## src/rtl/write_mem_pkg.sv

```systemverilog
// Shared types for the burst write controller: controller state encoding and
// the FIFO pointer-width helper.
package write_mem_pkg;

    typedef enum logic [1:0] {
        ST_IDLE  = 2'd0,
        ST_BURST = 2'd1,
        ST_DRAIN = 2'd2
    } wm_state_e;

    function automatic int f_ptr_w(input int depth);
        return (depth > 1) ? $clog2(depth) : 1;
    endfunction

endpackage

```

## src/rtl/wm_fifo.sv

```systemverilog
// Synchronous write buffer with a registered head: o_head always shows the
// oldest entry and keeps its last value once the buffer drains.
module wm_fifo
    import write_mem_pkg::*;
#(
    parameter int DEPTH = 4,
    parameter int WIDTH = 120
) (
    input  logic             clk,
    input  logic             rst,
    input  logic             i_push,
    input  logic [WIDTH-1:0] i_wdata,
    input  logic             i_pop,
    output logic             o_empty,
    output logic             o_full,
    output logic [WIDTH-1:0] o_head
);
    localparam int PTR_W = f_ptr_w(DEPTH);
    localparam int CNT_W = PTR_W + 1;

    logic [WIDTH-1:0] r_mem [DEPTH];
    logic [PTR_W-1:0] r_wr_ptr;
    logic [PTR_W-1:0] r_rd_ptr;
    logic [PTR_W-1:0] w_rd_ptr_inc;
    logic [CNT_W-1:0] r_count;
    logic [CNT_W-1:0] w_count_next;
    logic             r_empty;
    logic             r_full;
    logic [WIDTH-1:0] r_head;
    logic [WIDTH-1:0] w_head_next;
    logic             w_push;
    logic             w_pop;

    assign w_push       = i_push && !r_full;
    assign w_pop        = i_pop && !r_empty;
    assign w_rd_ptr_inc = r_rd_ptr + PTR_W'(1);

    // The head register is loaded with whatever will be oldest after this edge.
    always_comb begin
        w_count_next = r_count + CNT_W'(w_push) - CNT_W'(w_pop);
        w_head_next  = r_head;
        if (w_pop) begin
            if (r_count > CNT_W'(1)) begin
                w_head_next = r_mem[w_rd_ptr_inc];
            end else if (w_push) begin
                w_head_next = i_wdata;
            end
        end else if (r_empty && w_push) begin
            w_head_next = i_wdata;
        end
    end

    always_ff @(posedge clk) begin
        if (w_push) begin
            r_mem[r_wr_ptr] <= i_wdata;
        end
    end

    always_ff @(posedge clk) begin
        if (!rst) begin
            r_wr_ptr <= '0;
            r_rd_ptr <= '0;
            r_count  <= '0;
            r_empty  <= 1'b1;
            r_full   <= 1'b0;
            r_head   <= '0;
        end else begin
            if (w_push) r_wr_ptr <= r_wr_ptr + PTR_W'(1);
            if (w_pop)  r_rd_ptr <= w_rd_ptr_inc;
            r_count <= w_count_next;
            r_empty <= (w_count_next == '0);
            r_full  <= (w_count_next == CNT_W'(DEPTH));
            r_head  <= w_head_next;
        end
    end

    assign o_empty = r_empty;
    assign o_full  = r_full;
    assign o_head  = r_head;

endmodule

```

## src/rtl/write_mem_burst_ctrl.sv

```systemverilog
// Multi-channel burst write controller: round-robin command arbitration,
// per-beat address generation and a buffered memory write port.
module write_mem_burst_ctrl
    import write_mem_pkg::*;
#(
    parameter int ADD_SIZE   = 12,
    parameter int DATA_SIZE  = 108,
    parameter int NUM_CH     = 2,
    parameter int FIFO_DEPTH = 4,
    parameter int LEN_W      = 4
) (
    input  logic                        clk,
    input  logic                        rst,
    input  logic [NUM_CH-1:0]           ch_cmd_valid,
    input  logic [NUM_CH*ADD_SIZE-1:0]  ch_cmd_addr,
    input  logic [NUM_CH*LEN_W-1:0]     ch_cmd_len,
    output logic [NUM_CH-1:0]           ch_cmd_ready,
    input  logic [NUM_CH-1:0]           ch_data_valid,
    input  logic [NUM_CH*DATA_SIZE-1:0] ch_data,
    output logic [NUM_CH-1:0]           ch_data_ready,
    input  logic                        mem_ready,
    output logic                        write_en_out,
    output logic [ADD_SIZE-1:0]         address_out,
    output logic [DATA_SIZE-1:0]        dataOut,
    output logic                        busy,
    output logic [NUM_CH-1:0]           done
);
    localparam int GW = (NUM_CH > 1) ? $clog2(NUM_CH) : 1;
    localparam int EW = ADD_SIZE + DATA_SIZE;

    wm_state_e          r_state;
    wm_state_e          w_state_next;
    logic [GW-1:0]      r_grant;
    logic [GW-1:0]      w_grant_idx;
    logic [GW-1:0]      w_idx;
    logic               w_found;
    logic               w_grant_fire;
    logic               w_push;
    logic               w_pop;
    logic               w_fifo_empty;
    logic               w_fifo_full;
    logic [EW-1:0]      w_head;
    logic [ADD_SIZE-1:0] r_addr;
    logic [LEN_W-1:0]   r_len;
    logic [LEN_W-1:0]   r_beat_cnt;

    logic [ADD_SIZE-1:0]  w_cmd_addr [NUM_CH];
    logic [LEN_W-1:0]     w_cmd_len  [NUM_CH];
    logic [DATA_SIZE-1:0] w_data     [NUM_CH];

    generate
        for (genvar gi = 0; gi < NUM_CH; gi++) begin : g_unpack
            assign w_cmd_addr[gi] = ch_cmd_addr[gi*ADD_SIZE +: ADD_SIZE];
            assign w_cmd_len[gi]  = ch_cmd_len[gi*LEN_W +: LEN_W];
            assign w_data[gi]     = ch_data[gi*DATA_SIZE +: DATA_SIZE];
        end
    endgenerate

    // r_grant doubles as the round-robin pointer; search starts one past it.
    always_comb begin
        w_found     = 1'b0;
        w_grant_idx = '0;
        w_idx       = '0;
        for (int k = 1; k <= NUM_CH; k++) begin
            w_idx = GW'((int'(r_grant) + k) % NUM_CH);
            if (!w_found && ch_cmd_valid[w_idx]) begin
                w_found     = 1'b1;
                w_grant_idx = w_idx;
            end
        end
    end

    always_comb begin
        w_state_next  = r_state;
        ch_cmd_ready  = '0;
        ch_data_ready = '0;
        done          = '0;
        w_grant_fire  = 1'b0;
        w_push        = 1'b0;
        case (r_state)
            ST_IDLE: begin
                if (rst && w_found) begin
                    ch_cmd_ready[w_grant_idx] = 1'b1;
                    w_grant_fire              = 1'b1;
                    w_state_next              = ST_BURST;
                end
            end
            ST_BURST: begin
                ch_data_ready[r_grant] = !w_fifo_full;
                w_push = ch_data_valid[r_grant] && !w_fifo_full;
                if (w_push && (r_beat_cnt == r_len)) begin
                    w_state_next = ST_DRAIN;
                end
            end
            ST_DRAIN: begin
                if (w_fifo_empty) begin
                    done[r_grant] = 1'b1;
                    w_state_next  = ST_IDLE;
                end
            end
            default: w_state_next = ST_IDLE;
        endcase
    end

    always_ff @(posedge clk) begin
        if (!rst) begin
            r_state    <= ST_IDLE;
            r_grant    <= GW'(NUM_CH - 1);
            r_addr     <= '0;
            r_len      <= '0;
            r_beat_cnt <= '0;
        end else begin
            r_state <= w_state_next;
            if (w_grant_fire) begin
                r_grant    <= w_grant_idx;
                r_addr     <= w_cmd_addr[w_grant_idx];
                r_len      <= w_cmd_len[w_grant_idx];
                r_beat_cnt <= '0;
            end else if (w_push) begin
                r_addr     <= r_addr + ADD_SIZE'(1);
                r_beat_cnt <= r_beat_cnt + LEN_W'(1);
            end
        end
    end

    assign w_pop = write_en_out && mem_ready;

    wm_fifo #(
        .DEPTH (FIFO_DEPTH),
        .WIDTH (EW)
    ) u_fifo (
        .clk     (clk),
        .rst     (rst),
        .i_push  (w_push),
        .i_wdata ({r_addr, w_data[r_grant]}),
        .i_pop   (w_pop),
        .o_empty (w_fifo_empty),
        .o_full  (w_fifo_full),
        .o_head  (w_head)
    );

    assign write_en_out = !w_fifo_empty;
    assign address_out  = w_head[EW-1 -: ADD_SIZE];
    assign dataOut      = w_head[DATA_SIZE-1:0];
    assign busy         = (r_state != ST_IDLE);

endmodule

```

## config.mk

```make
export PLATFORM = sky130hd
export DESIGN_NAME = write_mem_burst_ctrl
export DESIGN_NICKNAME = d
export VERILOG_FILES = /design/src/rtl/write_mem_pkg.sv /design/src/rtl/wm_fifo.sv /design/src/rtl/write_mem_burst_ctrl.sv
export SDC_FILE = /design/constraint.sdc
export NUM_CORES = 1
export LEC_CHECK = 0
export CORE_UTILIZATION = 45
export CTS_CLUSTER_DIAMETER = 40
export CTS_CLUSTER_SIZE = 24
export DETAILED_ROUTE_END_ITERATION = 10
export PLACE_DENSITY = 0.72
export SLEW_MARGIN = 20
export SYNTH_ARGS = -nofsm -noshare
export SYNTH_HDL_FRONTEND = slang
export SYNTH_SLANG_ARGS = --single-unit
```

## constraint.sdc

```tcl
create_clock -name clk -period 13.2 [get_ports clk]
set_clock_uncertainty 0.05 [all_clocks]
set_input_delay 2.64 -clock clk [delete_from_list [all_inputs] [get_ports clk]]
set_output_delay 2.64 -clock clk [all_outputs]
set_load 0.01 [all_outputs]
```

Word level (Yosys, flattened, before mapping)
Memories as Yosys holds them, arrays and structs flattened.
Cells that the tools add are included.
W data, S select, Z words.

storage, ports and cells
  memories kept = 1
  logic and storage cells = 105
  output and inout bits = 128
  bits of input ports = 255
  bits in writable memories = 480
  flip-flop bits (word level) = 152

memory list
  name          words  width  rd ports  clocked after Yosys merged registers in  wr ports  line           text
  u_fifo.r_mem  4      120    1         0                                        1         wm_fifo.sv:21  logic [WIDTH-1:0] r_mem [DEPTH];

cells by class
  eq/ne operators = 8
  bitwise operators = 4
  reduce and logical (&&, ||, !) cells = 21
  multiplexer cells = 43
  $lt $le $gt $ge = 9
  add/sub/neg operators = 8

operator list
  kind                     count
  $mux W120                4
  $mux W108                3
  $mux W12                 5
  $mux W1                  17
  $mux W2                  8
  $add A12 B1 Y12 const B  1
  $mux W4                  3
  $logic_and A1 B1 Y1      10
  $lt A1 B2 Y1 const B     4
  $pmux W2 S3              1
  $reduce_bool A2 Y1       3
  $add A2 B1 Y2 const B    2
  $add A4 B1 Y4 const B    1
  $eq A4 B4 Y1             1
  $ge A2 B2 Y1 const B     2
  $ne A2 B2 Y1 const B     2
  $not A1 Y2               2
  $add A3 B1 Y3            1
  $eq A3 B3 Y1 const B     1
  $gt A3 B1 Y1 const B     1
  $logic_not A1 Y1         3
  $logic_not A3 Y1         1
  $ne A3 B2 Y1 const B     1
  $reduce_and A3 Y1        1
  other kinds (12)         15

Logic depth before layout (Yosys ltp)
Gate-level depths: netlist of the first run.

  depth after elaboration = 13
  mapped depth = 11
  depth with buffers taken out = 9

By module
From an unflattened synthesis of the first run, not the netlist that was laid out.

unflattened totals
  cells, all modules = 1696
  area, all modules = 26431.6 sq um

by module, submodules not included
  module                sequential area each (sq um)  area each (sq um)  cells an instance  times used
  wm_fifo               16996.3                       23745.3            1402               1
  write_mem_burst_ctrl  460.4                         2686.3             294                1

Worst setup path after synthesis of the first run
Ideal clock, no wire load.

  path kind = in2out
  start point = in rst
  end point = out ch_cmd_ready[0]
  path buffers = 2
  arrival = 3565 ps
  data required time = 10510 ps
  setup slack = 6945 ps
  cell stages on the path = 5
  path through = inv_1 or3_1 clkbuf_1 buf_6 nor2_1

on the way
  word-level cells in the longest chain between the ends = 3

ends and longest elaborated chain
  element              line                        text
  start, declared      write_mem_burst_ctrl.sv:13  input logic rst,
  $logic_and A1 B1 Y1  write_mem_burst_ctrl.sv:82  if (rst && w_found) begin
  $mux W2              write_mem_burst_ctrl.sv:82
  $mux W2              write_mem_burst_ctrl.sv:80  case (r_state)
  end, declared        write_mem_burst_ctrl.sv:17  output logic [NUM_CH-1:0] ch_cmd_ready,

Every way passes these cells.

Worst setup path after layout of the first run
Ends and elaborated chain as after synthesis.

==> impl_metrics.py, run 1 <==
metrics = {
    "grt": {
        "antenna_found_initial": 1,
        "grt_max_degree": 107,
        "track_usage_pct": 20.8,
        "grt_pass1_wl_microns": 90700,
        "grt_pass1_vias": 16000,
        "grt_overflow": 0,
    },
    "clocking": {
        "clk_pin_slew_worst_paths_ns": 0.05,
        "insertion_delay_ns": 0.60,
        "cts_buffers": 76,
        "ctsHtreeMaxLevel": 3,
        "cts.sinks": 632,
        "clockBufferDepth": 3,
        "cts_resized": 0,
        "cts_tree": "built",
        "post_cts_buffers": 0,
        "cts_root_buffer": "clkbuf_16",
        "holdBufCountCts": 0,
    },
    "timing": {
        "setup_viol": 0,
        "post-route-min-period_ns": 7.69,
        "fmax_mhz": 130,
        "slew-limit-headroom_pct": 28.9,
        "rsz0062_at_grt": "false",
        "post-route-period-util_pct": 58.3,
        "drv_slew": 0,
        "tns_ns": 0,
        "setup_ws_ns": 5.51,
        "worstMarginPinSlew_ns": 1.07,
        "hold_viol_final": 0,
    },
    "pwr": {
        "leakage_nw": 10.9,
        "cellPowerDensity_nw_per_um2": 191,
        "p_total_mw": 6.20,
        "irDropWorstVdd_v": 0.000104,
    },
    "floorplanning": {
        "start_util_pct": 45.8,
        "dieWidth_microns": 239,
        "dieArea_sq_um": 57200,
        "core_sq_um": 55300,
        "die_y_microns": 239,
        "top_level_ports": 383,
        "rows": 86,
    },
    "synthesis": {
        "synth_cell_type_count": 43,
        "synth_area_sq_um": 25300,
        "ys_ff_latch": 632,
        "synth-seq-area-share_pct": 69.0,
        "yosysTopAreaCellShare_pct": 56.9,
        "synth_top_flop_cell": "edfxtp_1",
        "synthCells": 1629,
        "synth_async_sr_flop_share_pct": 0,
        "synth_common_cells": "edfxtp_1, nand2_1, dfxtp_1",
        "synth_top_cell_by_area": "edfxtp_1",
        "synthesis.nets": 1894,
        "syn_avg_cell_area_sq_um": 15.5,
        "yosysMostFrequentCell": "edfxtp_1",
        "ys_warn_count": 0,
        "yosys-top-cells-area": "edfxtp_1, dfxtp_1, mux4_2",
        "synth_edf_count": 480,
    },
    "setup_path": {
        "cp.required_ns": 10.51,
        "cp.arrival_ns": 5.00,
        "worst_setup_path_start_kind": "primary input",
        "crit_path_end_kind": "output pin",
        "cp_max_fo": 52,
        "path_class": "primary input to output pin",
    },
    "detailed_routing": {
        "drt_iter0_drc": 1087,
        "drt_wl_total_microns": 59700,
        "drc_errors": 0,
        "via_per_inst": 5.51,
        "vias": 15400,
        "ant_nets": 0,
        "wl_per_cell_microns": 21.3,
        "first_pass_iters": 5,
    },
    "placed_design": {
        "placed_cells": 2657,
        "place_area_sq_um": 29700,
        "pre_cts_ws_ns": 5.57,
        "place_congestion": 0.799,
        "portBuffers": 382,
        "dpl.hpwl_microns": 33900,
    },
    "layout": {
        "nFillCells": 4209,
        "seq_area_sq_um": 17500,
        "layout-drive-gt1-share_pct": 19.5,
        "areaGrowthSynthToFinish_pct": 28.4,
        "final_cells": 2802,
        "multiInputGateArea_sq_um": 7290,
        "fin_nets": 2254,
        "finish.instance_area_sq_um": 32500,
    },
    "job": {
        "max-cap-violations": 0,
    },
    "worst_hold_path": {
        "holdCritPathClass": "flop to flop",
    },
    "run_status": {
        "status": "completed",
    },
}
## through the flow
| step | hold slack, ns | util (%) |
|---|---|---|
| 3_3_place_gp | 0.448 | 53.6 |
| 5_1_grt | 0.491 | 58.8 |
| 3_5_place_dp | 0.460 | 53.6 |
| 6_report | 0.467 | 58.8 |
| 2_1_floorplan | 0.426 | - |
| 4_1_cts | 0.471 | 58.7 |
## final timing paths
path | start | endpoint | slack (ns) | cells after the start
setup / recovery | rst | ch_cmd_ready[0] | 5.51 | 5
hold / removal | u_fifo.r_wr_ptr[1] | u_fifo.r_wr_ptr[1] | 0.47 | 2
setup reg to reg | r_grant | u_fifo.r_mem[0][107] | 9.69 | 3
hold reg to reg | u_fifo.r_wr_ptr[1] | u_fifo.r_wr_ptr[1] | 0.47 | 2
## area by class of cell
type / instances / area share [%]
Antenna cell: 1 / 0.00770
Clock buffer: 84 / 6.20
Clock inverter: 58 / 2.39
Inverter: 12 / 0.146
Multi-Input combinational cell: 870 / 22.4
Sequential cell: 632 / 53.8
Tap cell: 748 / 2.88
Timing Repair Buffer: 397 / 12.2
## worst max-delay path, stage by stage
cell,delay [ns]
buf_4,0.49
inv_1,0.27
or3_1,0.76
nor2_1,0.26
clkdlybuf4s50_1,0.57
## per-layer routing
layer / global-route usage (%) / part of all wire, % / routed length (microns) / vias to the layer above
li1: - / - / - / 7016
met1: 28.1 / 43 / 25400 / 7762
met2: 34.6 / 49 / 29300 / 587
met3: 3.57 / 6.6 / 3940 / 67
met4: 6.06 / 1.6 / 948 / 0
met5: 0 / 0 / 0 / -
## cell usage in the layout, fill, tap and decap left out, types with 10 or more instances in the layout
| master | netlist | layout |
|---|---|---|
| edfxtp_1 | 480 | 480 |
| clkdlybuf4s50_1 | 0 | 381 |
| nand2_1 | 275 | 274 |
| dfxtp_1 | 152 | 149 |
| mux4_2 | 120 | 120 |
| a31oi_1 | 120 | 120 |
| mux2_2 | 110 | 110 |
| o21ai_0 | 80 | 80 |
| clkbuf_16 | 0 | 79 |
| o21ai_1 | 43 | 43 |
| xor2_1 | 14 | 14 |
| buf_4 | 0 | 14 |
| nor2_1 | 13 | 13 |
| inv_6 | 0 | 12 |
| inv_1 | 11 | 11 |
| nand3_1 | 11 | 11 |
| bufinv_16 | 0 | 11 |
| clkinvlp_4 | 0 | 10 |
## kinds of logic (layout without fill, tap and decap cells)
| kind of cell | count (synthesis) | in the layout | share of synthesized area, % |
|---|---|---|---|
| compound gates | 267 | 267 | 6.13 |
| xor+xnor | 21 | 21 | 0.727 |
| fa+ha+maj | 10 | 10 | 0.524 |
| buf+inv | 127 | 551 | 2.41 |
| flops | 632 | 632 | 69.0 |
| mux | 233 | 233 | 15.7 |
| other cells | 0 | 1 | 0 |
| simple gates | 339 | 339 | 5.56 |
## where the power goes
group          internal [mW]  switching [mW]  leakage [nW]  total [mW]
Combinational          0.630           0.700          3.93        1.33
Sequential              2.45           0.176          5.60        2.63
Clock                   1.36           0.882          1.34        2.24
## registers in the layout, summed over array words and instances (netlist names)
| register | count |
|---|---|
| r_addr | 12 |
| r_beat_cnt | 4 |
| r_grant | 1 |
| r_len | 4 |
| r_state | 2 |
| u_fifo.o_empty | 1 |
| u_fifo.o_full | 1 |
| u_fifo.o_head | 120 |
| u_fifo.r_count | 3 |
| u_fifo.r_mem | 480 |
| u_fifo.r_rd_ptr | 2 |
| u_fifo.r_wr_ptr | 2 |
No activity file was read; power rests on OpenSTA's default activity.
==> run 2, diff against run 1 <==
- clock period: 13.2 -> 7.97 ns (I/O delays scaled with it)
==> run 2 against run 1 <==
- register-to-register slack worse by 5.8 ns
- final area up 0.63%
- critical path depth unchanged
- sequential power up 66%
- via count up 0.54%
- first-iteration DRC count is 1.3% lower
- sequential share of layout area decreased by 0.34 points
- setup slack got worse by 2.8 ns
- combinational power up 64%
- global-route usage rose by 0.12 points
- largest cell class unchanged
==> impl_metrics.py, run 2 (synthesized netlist as in run 1, its figures left out) <==
metrics = {
    "setup_path": {
        "critPathCapture": "ch_cmd_ready[0]",
        "crit_path_end_kind": "output pin",
        "cp.arrival_ns": 3.67,
        "regToRegSetupSlack_ns": 3.89,
        "path_class": "primary input to output pin",
        "worst_setup_path_start_kind": "primary input",
        "cp_max_fo": 23,
        "setup.worst_path.start": "ch_cmd_valid[1]",
        "ff2ff_path_depth": 8,
        "rr_endpoint": "u_fifo.o_head[90]",
        "r2r_start": "r_grant",
        "cp.required_ns": 6.33,
    },
    "layout": {
        "areaGrowthSynthToFinish_pct": 29.2,
        "multiInputGateArea_sq_um": 7290,
        "n_antenna_cell": 0,
        "seq_area_sq_um": 17500,
        "layout-drive-gt1-share_pct": 20.1,
        "utilization_pct": 59.1,
        "largest_register_ffs": 480,
        "layout_common_cells": "edfxtp_1, clkdlybuf4s50_1, nand2_1",
        "finish.instance_area_sq_um": 32700,
        "fin_nets": 2266,
        "nFillCells": 4215,
        "layout_commonest_cell": "edfxtp_1",
        "regMostFlops": "u_fifo.r_mem",
    },
    "worst_hold_path": {
        "holdCritPathClass": "flop to flop",
        "holdCritStartpoint": "u_fifo.r_wr_ptr[1]",
    },
    "detailed_routing": {
        "first_pass_iters": 7,
        "vias": 15500,
        "drt_wl_total_microns": 59000,
        "drt_iter0_drc": 1073,
        "wl_per_cell_microns": 20.9,
        "ant_nets": 0,
        "via_per_inst": 5.50,
        "drc_errors": 0,
    },
    "placed_design": {
        "dpl.hpwl_microns": 33800,
        "place_congestion": 0.797,
        "portBuffers": 382,
        "place_area_sq_um": 29700,
    },
    "pwr": {
        "switchingPower_mw": 2.97,
        "p_int_mw": 7.47,
        "leakage_nw": 11.0,
        "irDropWorstVdd_v": 0.000157,
        "p_comb_share_pct": 20.9,
        "seqPwrFrac_pct": 41.8,
        "clkPwrFrac_pct": 37.3,
        "p_total_mw": 10.4,
        "cellPowerDensity_nw_per_um2": 319,
        "power_switching_share_pct": 28.5,
    },
    "floorplanning": {
        "rows": 86,
        "top_level_ports": 383,
        "dieArea_sq_um": 57200,
        "core_sq_um": 55300,
        "dieWidth_microns": 239,
        "start_util_pct": 45.8,
        "die_y_microns": 239,
    },
    "timing": {
        "worstMarginPinSlew_ns": 1.08,
        "fmax_mhz": 188,
        "post-route-min-period_ns": 5.31,
        "drv_slew": 0,
        "slew-limit-headroom_pct": 27.7,
        "tns_ns": 0,
        "post-route-period-util_pct": 66.7,
        "rsz0062_at_grt": "false",
        "setup_viol": 0,
        "hold_viol_final": 0,
    },
    "grt": {
        "grt_pass1_wl_microns": 91100,
        "track_usage_pct": 20.9,
        "grt_pass1_vias": 16200,
        "antenna_found_initial": 0,
        "grt_overflow": 0,
        "grt_max_degree": 109,
    },
    "clocking": {
        "cts.sinks": 632,
        "insertion_delay_ns": 0.63,
        "cts_tree": "built",
        "clockBufferDepth": 3,
        "post_cts_buffers": 0,
        "cts_buffers": 84,
        "holdBufCountCts": 0,
        "clk_pin_slew_worst_paths_ns": 0.06,
        "cts_resized": 0,
        "cts_root_buffer": "clkbuf_16",
        "ctsHtreeMaxLevel": 3,
    },
    "run_status": {
        "status": "completed",
    },
    "job": {
        "max-cap-violations": 0,
    },
}
run 2: through the flow:
stage | setup slack (ns) | hold WS, ns | cells
4_1_cts | 2.67 | 0.462 | 2820
5_1_grt | 2.53 | 0.487 | 2821
3_5_place_dp | 2.69 | 0.454 | 2662
3_3_place_gp | 2.72 | 0.437 | 2662
2_1_floorplan | 2.84 | 0.426 | 1629
6_report | 2.66 | 0.455 | 2821
run 2: layout make-up:
| cell class | count | area share, % |
|---|---|---|
| Multi-Input combinational cell | 870 | 22.3 |
| Clock inverter | 62 | 2.23 |
| Sequential cell | 632 | 53.4 |
| Inverter | 12 | 0.145 |
| Tap cell | 748 | 2.86 |
| Clock buffer | 96 | 6.89 |
| Timing Repair Buffer | 401 | 12.2 |
run 2: critical path, stage by stage:
cell,delay (ns)
clkdlybuf4s50_1,0.49
nor2_1,0.07
or3_1,0.63
nor2_1,0.28
clkdlybuf4s50_1,0.60
run 2: how the worst min path moves through the flow:
| stage | end | slack, ns | cells after the start |
|---|---|---|---|
| 6_report | u_fifo.r_wr_ptr[1] | 0.45 | 2 |
| 5_1_grt | r_len[3] | 0.49 | 1 |
| 4_1_cts | u_fifo.r_wr_ptr[1] | 0.46 | 2 |
| 3_5_place_dp | u_fifo.r_wr_ptr[1] | 0.45 | 2 |
| 3_3_place_gp | u_fifo.r_wr_ptr[1] | 0.44 | 2 |
| 2_1_floorplan | u_fifo.r_wr_ptr[1] | 0.43 | 2 |
run 2: power groups by stage:
stage	Combinational (mW)	Sequential [mW]	Clock [mW]
after global placement	2.14	4.41	0
final	2.18	4.36	3.89
after global routing	2.38	4.41	4.09
after CTS	2.20	4.37	3.95
after detailed placement	2.18	4.42	0
after floorplan	1.19	4.40	0
run 2: metal layers:
layer	wire (microns)	up-vias	track usage [%]
met1	24700	7793	27.5
met2	28700	585	34.3
li1	-	7059	-
met3	4540	79	5.19
met5	0	-	0
met4	1030	0	6.66
